--- src/rtl/elevator_sched.sv ---
// Elevator car scheduler: latches floor calls, chooses travel direction with a
// SCAN (keep-direction) policy, and sequences the motor and door with internal
// travel and door-dwell timers. All outputs come straight from flops.
module elevator_sched #(
  parameter int N_FLOORS      = 4,
  parameter int FLOOR_W       = 2,
  parameter int TRAVEL_CYCLES = 16,
  parameter int DOOR_CYCLES   = 8
) (
  input  logic                clk,
  input  logic                rst_n,
  input  logic [N_FLOORS-1:0] call_req,
  output logic [FLOOR_W-1:0]  cur_floor,
  output logic                motor_up,
  output logic                motor_down,
  output logic                door_open,
  output logic                dir_up,
  output logic [N_FLOORS-1:0] pending,
  output logic                busy
);

  localparam int TMAX    = (TRAVEL_CYCLES > DOOR_CYCLES) ? TRAVEL_CYCLES : DOOR_CYCLES;
  localparam int TIMER_W = (TMAX > 2) ? $clog2(TMAX) : 1;
  localparam logic [TIMER_W-1:0] TRAVEL_LOAD = TIMER_W'(TRAVEL_CYCLES - 1);
  localparam logic [TIMER_W-1:0] DOOR_LOAD   = TIMER_W'(DOOR_CYCLES - 1);

  typedef enum logic [1:0] {
    IDLE      = 2'd0,
    MOVE_UP   = 2'd1,
    MOVE_DOWN = 2'd2,
    DOOR      = 2'd3
  } state_e;

  state_e               state_q, state_d;
  logic [TIMER_W-1:0]   timer_q, timer_d;
  logic [FLOOR_W-1:0]   floor_q, floor_d;
  logic                 dir_q, dir_d;
  logic [N_FLOORS-1:0]  pending_q, pending_d;
  logic                 motorUp_q, motorDown_q, door_q, busy_q;

  logic [FLOOR_W-1:0]   upFloor, dnFloor;
  logic                 pendAbove, pendBelow, beyondUp, beyondDn;

  // Summarise outstanding calls relative to the current floor and to the
  // floor the car would reach next in either direction.
  always_comb begin
    upFloor   = floor_q + FLOOR_W'(1);
    dnFloor   = floor_q - FLOOR_W'(1);
    pendAbove = 1'b0;
    pendBelow = 1'b0;
    beyondUp  = 1'b0;
    beyondDn  = 1'b0;
    for (int i = 0; i < N_FLOORS; i++) begin
      if (FLOOR_W'(i) > floor_q) pendAbove = pendAbove | pending_q[i];
      if (FLOOR_W'(i) < floor_q) pendBelow = pendBelow | pending_q[i];
      if (FLOOR_W'(i) > upFloor) beyondUp  = beyondUp  | pending_q[i];
      if (FLOOR_W'(i) < dnFloor) beyondDn  = beyondDn  | pending_q[i];
    end
  end

  // Next-state logic: SCAN decision in IDLE, floor stepping while moving,
  // door dwell with reload on a repeated call for the current floor.
  always_comb begin
    state_d   = state_q;
    timer_d   = timer_q;
    floor_d   = floor_q;
    dir_d     = dir_q;
    pending_d = pending_q | call_req;

    case (state_q)
      IDLE: begin
        if (pending_q[floor_q]) begin
          state_d = DOOR;
          timer_d = DOOR_LOAD;
        end else if (dir_q && pendAbove) begin
          state_d = MOVE_UP;
          timer_d = TRAVEL_LOAD;
        end else if (pendBelow) begin
          state_d = MOVE_DOWN;
          timer_d = TRAVEL_LOAD;
          dir_d   = 1'b0;
        end else if (pendAbove) begin
          state_d = MOVE_UP;
          timer_d = TRAVEL_LOAD;
          dir_d   = 1'b1;
        end
      end
      MOVE_UP: begin
        if (timer_q == '0) begin
          floor_d = upFloor;
          if (pending_q[upFloor]) begin
            state_d = DOOR;
            timer_d = DOOR_LOAD;
          end else if (beyondUp) begin
            timer_d = TRAVEL_LOAD;
          end else begin
            state_d = IDLE;
          end
        end else begin
          timer_d = timer_q - TIMER_W'(1);
        end
      end
      MOVE_DOWN: begin
        if (timer_q == '0) begin
          floor_d = dnFloor;
          if (pending_q[dnFloor]) begin
            state_d = DOOR;
            timer_d = DOOR_LOAD;
          end else if (beyondDn) begin
            timer_d = TRAVEL_LOAD;
          end else begin
            state_d = IDLE;
          end
        end else begin
          timer_d = timer_q - TIMER_W'(1);
        end
      end
      DOOR: begin
        if (call_req[floor_q]) begin
          timer_d = DOOR_LOAD;
        end else if (timer_q == '0) begin
          state_d = IDLE;
        end else begin
          timer_d = timer_q - TIMER_W'(1);
        end
      end
      default: begin
        state_d = IDLE;
      end
    endcase

    // A call for the floor whose door is open is already being served.
    if (state_q == DOOR) pending_d[floor_q] = pending_q[floor_q];
    if (state_d == DOOR && state_q != DOOR) pending_d[floor_d] = 1'b0;
  end

  // State, timer, position and registered output decode.
  always_ff @(posedge clk or negedge rst_n) begin
    if (!rst_n) begin
      state_q     <= IDLE;
      timer_q     <= '0;
      floor_q     <= '0;
      dir_q       <= 1'b1;
      pending_q   <= '0;
      motorUp_q   <= 1'b0;
      motorDown_q <= 1'b0;
      door_q      <= 1'b0;
      busy_q      <= 1'b0;
    end else begin
      state_q     <= state_d;
      timer_q     <= timer_d;
      floor_q     <= floor_d;
      dir_q       <= dir_d;
      pending_q   <= pending_d;
      motorUp_q   <= (state_d == MOVE_UP);
      motorDown_q <= (state_d == MOVE_DOWN);
      door_q      <= (state_d == DOOR);
      busy_q      <= (state_d != IDLE);
    end
  end

  assign cur_floor  = floor_q;
  assign motor_up   = motorUp_q;
  assign motor_down = motorDown_q;
  assign door_open  = door_q;
  assign dir_up     = dir_q;
  assign pending    = pending_q;
  assign busy       = busy_q;

endmodule

--- config.mk ---
export PLATFORM = sky130hd
export DESIGN_NAME = elevator_sched
export DESIGN_NICKNAME = d
export VERILOG_FILES = /design/src/rtl/elevator_sched.sv
export SDC_FILE = /design/constraint.sdc
export NUM_CORES = 1
export LEC_CHECK = 0
export BUFFER_PORTS_ARGS = -buffer_cell sky130_fd_sc_hd__buf_4
export CAP_MARGIN = 10
export CORE_ASPECT_RATIO = 1.2
export CORE_UTILIZATION = 55
export CTS_BUF_LIST = sky130_fd_sc_hd__clkbuf_8
export CTS_CLUSTER_DIAMETER = 120
export CTS_CLUSTER_SIZE = 14
export DETAILED_ROUTE_END_ITERATION = 8
export GPL_TIMING_DRIVEN = 0
export HOLD_SLACK_MARGIN = 0.06
export PLACE_DENSITY = 0.8
export RECOVER_POWER = 100
export SLEW_MARGIN = 0
export SYNTH_ARGS = -nofsm -noshare
export SYNTH_HDL_FRONTEND = slang
export SYNTH_SLANG_ARGS = --single-unit
--- constraint.sdc ---
create_clock -name clk -period 2.4 [get_ports clk]
set_input_delay 0 -clock clk [delete_from_list [all_inputs] [get_ports clk]]
set_output_delay 0 -clock clk [all_outputs]
set_load 0.03 [all_outputs]
-- After elaboration in Yosys (flattened, before gate mapping)
Index checks and enable logic that the tools add are counted.
- $add $sub $neg: 3
- order comparisons: 22
- equality and inequality tests: 11
- muxes and demuxes: 62
- bitwise logic cells: 17
- reduce and logical (&&, ||, !) cells: 10
- operator list (operator ; number):
    2-to-1 mux 4 bit ; 14
    2-to-1 mux 2 bit ; 14
    2-to-1 mux 1 bit ; 24
    one-hot mux 4 bit (4 select lines) ; 1
    less-than comparator 2 x 3 -> 1 bit, second input constant ; 4
    OR 1 bit ; 12
    binary-select mux 1 bit (select 2 bit) ; 4
    == test 2 bit, second input constant ; 4
    greater-than comparator 1 x 2 -> 1 bit, first input constant ; 4
    greater-than comparator 2 bit, first input constant ; 4
    less-than comparator 1 x 2 -> 1 bit, first input constant ; 4
    less-than comparator 2 bit, first input constant ; 4
    != test 4 bit, second input constant ; 2
    one-hot mux 2 bit (4 select lines) ; 1
    AND reduction 4 bit ; 2
    != test 5 bit, second input constant ; 1
    bitwise AND 4 bit ; 1
    bitwise mux 4 bit ; 1
    demux 1 bit (select 2 bit) ; 2
    == test 2 x 1 -> 1 bit, second input constant ; 2
    >= comparator 2 x 1 -> 1 bit, second input constant ; 2
    logical AND 1 bit ; 4
    zero test 4 bit ; 1
    NOT 4 bit ; 1
    10 further kinds ; 12
- register bits after elaboration: 17
- bits of input ports: 6
- output and inout port bits: 11
- logic and storage cells: 134

-- Logic depth before layout (Yosys ltp)
- word-level depth: 16
- depth in mapped cells: 10
- depth with buffers taken out: 8

-- Least setup slack after synthesis
Ideal clock, no wire load.
- kind: flip-flop to flip-flop
- start point: register floor_q[0], in the netlist cur_floor[0]
- end point: register timer_q[1]
- library setup time: 0.127 ns
- data arrival time: 2.609 ns
- data required time: 2.273 ns
- slack: -0.336 ns
- cell stages (with the launch flop): 10
- path buffers: 2
- clock period less this slack: 2.736 ns
- cell sequence: dfrtp_1 buf_4 inv_1 ha_1 buf_4 nor2b_1 or4_1 o32ai_4 or2_4 mux2_1
- longest elaborated chain between the ends: 12
- elaborated cells on any way between the ends: 69
- those cells by class: add/sub: 2; order compare: 16; eq/ne: 4; mux: 33; bitwise: 12; reduce/logical: 2
- RTL lines (item ; RTL line ; source):
    start, declared ; 36 ; logic [FLOOR_W-1:0] floor_q, floor_d;
    start signal, assigned ; 152 ; floor_q <= floor_d;
    branches (longest 12 deep; another with subtractor 2 x 1 -> 2 bit) ; n/a ;
    end signal, assigned ; 151 ; timer_q <= timer_d;
    end, declared ; 35 ; logic [TIMER_W-1:0] timer_q, timer_d;
Parallel ways; which one is timed is not known. The select of a mux whose other input is x is not followed.
A chain may end at the register's enable or synchronous reset.

-- Final worst setup path
Same ends and word-level chain as after synthesis.

==> flow_summary.json <==
{
  "status": "completed",
  "synth.most_common_cell": "dfrtp_1",
  "wl_mm": 4.47,
  "synthCells": 174,
  "layout-drive-gt1-share": 0.293,
  "grt-ovfl-total": 0,
  "synth_edf_count": 0,
  "ir_worst_vdd_uv": 1100,
  "ys_warn_count": 0,
  "ys_seq_elements": 17,
  "grt_max_degree": 18,
  "use_met2": 0.525,
  "async_reset_ff_frac": 1.00,
  "syn_area_mm2": 0.00163,
  "final_util": 0.704,
  "die_area_mm2": 0.00318,
  "cts_htree_levels": 1,
  "crit_type": "register to register",
  "synthFlopType": "dfrtp_1",
  "synth_top_area_share": 0.246,
  "synth_commonest_cells": "dfrtp_1 (16), o21ai_0 (14), inv_1 (13), ha_1 (12), nand2_1 (12)",
  "finClkSkew_ns": 0.00388,
  "met3_usage": 0.0469,
  "timing.hold.ws_ns": 0.133,
  "clk_latency_ns": 0.26,
  "drt_first_iter_violations": 51,
  "die_width_um": 51.7,
  "cap_violations": 0,
  "drtAntennaViolNets": 0,
  "wire_per_inst_um": 18.7,
  "setup_viol": 0,
  "dpl_cell_area_mm2": 0.00183,
  "muxShareOfSynthArea": 0.0945,
  "max_freq_ghz": 0.427,
  "start_util": 0.579,
  "synthesis.nets": 192,
  "globalplace.congestion": 0.889,
  "arrival_ns": 2.48,
  "cp-start-kind": "register",
  "drt_pass1_iterations": 4,
  "fin_nets": 224,
  "rows": 21,
  "slew_viol_final": 0,
  "avgSynthCellArea_um2": 9.36,
  "synth_compound_area_frac": 0.293,
  "antenna_found_initial": 0,
  "total_power_mw": 3.09,
  "cts-root-buf": "clkbuf_8",
  "io_buffers": 16,
  "synth_cell_type_count": 54,
  "drc": 0,
  "synthAdderAreaFrac": 0.0922,
  "path_clk_slew_ns": 0.07,
  "fillers": 201,
  "min_period_over_period": 0.975,
  "yosys.area_share.simple": 0.191,
  "area_growth_pct": 21.4,
  "dp_slack_ns": -0.0867,
  "powerDensity_mw_per_mm2": 1560,
  "synth_top_family_by_area": "compound AO/OA/AOI/OAI gates",
  "use_met1": 0.336,
  "grt-busiest-layer": "met2",
  "cts.sinks": 17,
  "fp.dieH_um": 61.6,
  "worstSetupEndpointType": "register",
  "slew_headroom": 0.331,
  "core-area_mm2": 0.00281,
  "dpl.hpwl_mm": 3.11,
  "synth_top_area_cell": "dfrtp_1",
  "seq_area_frac_synth": 0.262,
  "power_leakage_nw": 0.781,
  "vias": 1571,
  "finalWorstSetupSlack_ns": 0.0596,
  "fin_area_mm2": 0.00198,
  "worstHoldPathType": "input pin to register",
  "grt_pass1_vias": 1480,
  "worstPathRequired_ns": 2.54,
  "boundaryPins": 17,
  "grt_pass1_wl_mm": 6.75,
  "crit_path_max_fanout": 10,
  "via_per_inst": 6.57,
  "groute.usage.overall": 0.293,
  "synth_xor_area_frac": 0,
  "tightest_slew_ns": 1.00,
  "synthTopCellsByArea": "dfrtp_1 (25%), ha_1 (9.2%), mux4_2 (5.5%), o21ai_0 (4.3%), o41ai_4 (3.4%)",
  "cts_tree": "done",
  "diodes": 0,
  "cts_buffers": 3,
  "period_minus_slack_ns": 2.34,
  "finalHoldViolCount": 0,
  "cts_max_path_buffers": 2
}
==> timing repair <==
item | CTS | global route
pin swaps | 5 | 7
hold endpoints to repair | 17 | 0
hold buffers | 1 | 0
buffers inserted | 5 | 6
endpoints found under the setup margin | 8 | 12
gates resized for setup | 6 | 9
==> through the flow <==
step / TNS, ns / std cells
after floorplan: -0.0276 / 174
after global placement: -0.0317 / 224
after detailed placement: -0.255 / 224
after CTS: 0 / 233
after global routing: -0.0218 / 239
final: 0 / 239
==> per-layer routing <==
metal | wire, µm | share of wire | vias up
li1 | - | - | 717
met2 | 2330 | 0.52 | 79
met4 | 140 | 0.031 | 0
met1 | 1720 | 0.38 | 758
met3 | 282 | 0.063 | 17
met5 | 0 | 0 | -
==> cell type report <==
cell class	count	area, µm²	share of cell area
flip-flops and latches	17	430	0.218
inverters	15	63.8	0.0323
clock inverters	1	5.00	0.00253
clock buffers	3	41.3	0.0209
plain buffers	8	73.8	0.0373
well taps	34	42.5	0.0215
multi-input cells	133	1150	0.581
repair buffers	28	171	0.0867
==> logic make-up (layout without fill, tap and decap cells) <==
kind of cell,after synthesis,count (layout)
simple gates,56,56
compound gates,55,55
buf+inv,24,55
flops,17,17
fa+ha+maj,12,12
mux,10,10
==> where the power goes <==
| part | internal (mW) | switching (mW) | total, mW | leakage (nW) |
|---|---|---|---|---|
| Sequential | 0.420 | 0.141 | 0.561 | 0.192 |
| Clock | 0.115 | 0.106 | 0.221 | 0.0255 |
| Combinational | 0.937 | 1.37 | 2.31 | 0.564 |
| Total | 1.47 | 1.62 | 3.09 | 0.781 |
==> worst max-delay path, cell delays in order (launching register included) <==
cell and delay, ns:
dfrtp_2 0.39, buf_8 0.12, inv_6 0.04, ha_4 0.26
buf_8 0.13, nor2b_1 0.08, or4_4 0.56, o32ai_4 0.13
or2_4 0.20, mux2_1 0.31
==> cells in the final DEF (no fill, tap or decap), drive strengths merged, types with 4 or more instances in the layout <==
cell	n
clkbuf	16
ha	12
nand2	12
o41ai	4
nor2b	7
mux4	4
a21oi	4
nand3	4
o21ai	16
nor3	7
o31a	6
buf	22
nor2	10
inv	15
a22oi	4
dfrtp	16
==> worst paths after layout <==
check                             start    endpoint  slack, ns  depth (start not counted)
max in group asynchronous         rst_n  state_q[0]       1.30                          2
hold reg to reg              timer_q[1]  timer_q[1]       0.56                          1
setup / recovery           cur_floor[0]  timer_q[1]       0.06                          9
min in group asynchronous         rst_n  timer_q[2]       0.42                          2
hold / removal              call_req[3]  pending[3]       0.13                          4
setup reg to reg           cur_floor[0]  timer_q[1]       0.06                          9
==> state kept, by name, summed over array words and instances (netlist names) <==
signal	cells
pending	4
timer_q	4
cur_floor	2
state_q	2
busy	1
dir_up	1
door_open	1
motor_down	1
motor_up	1
Power figures use the tool's default switching activity.
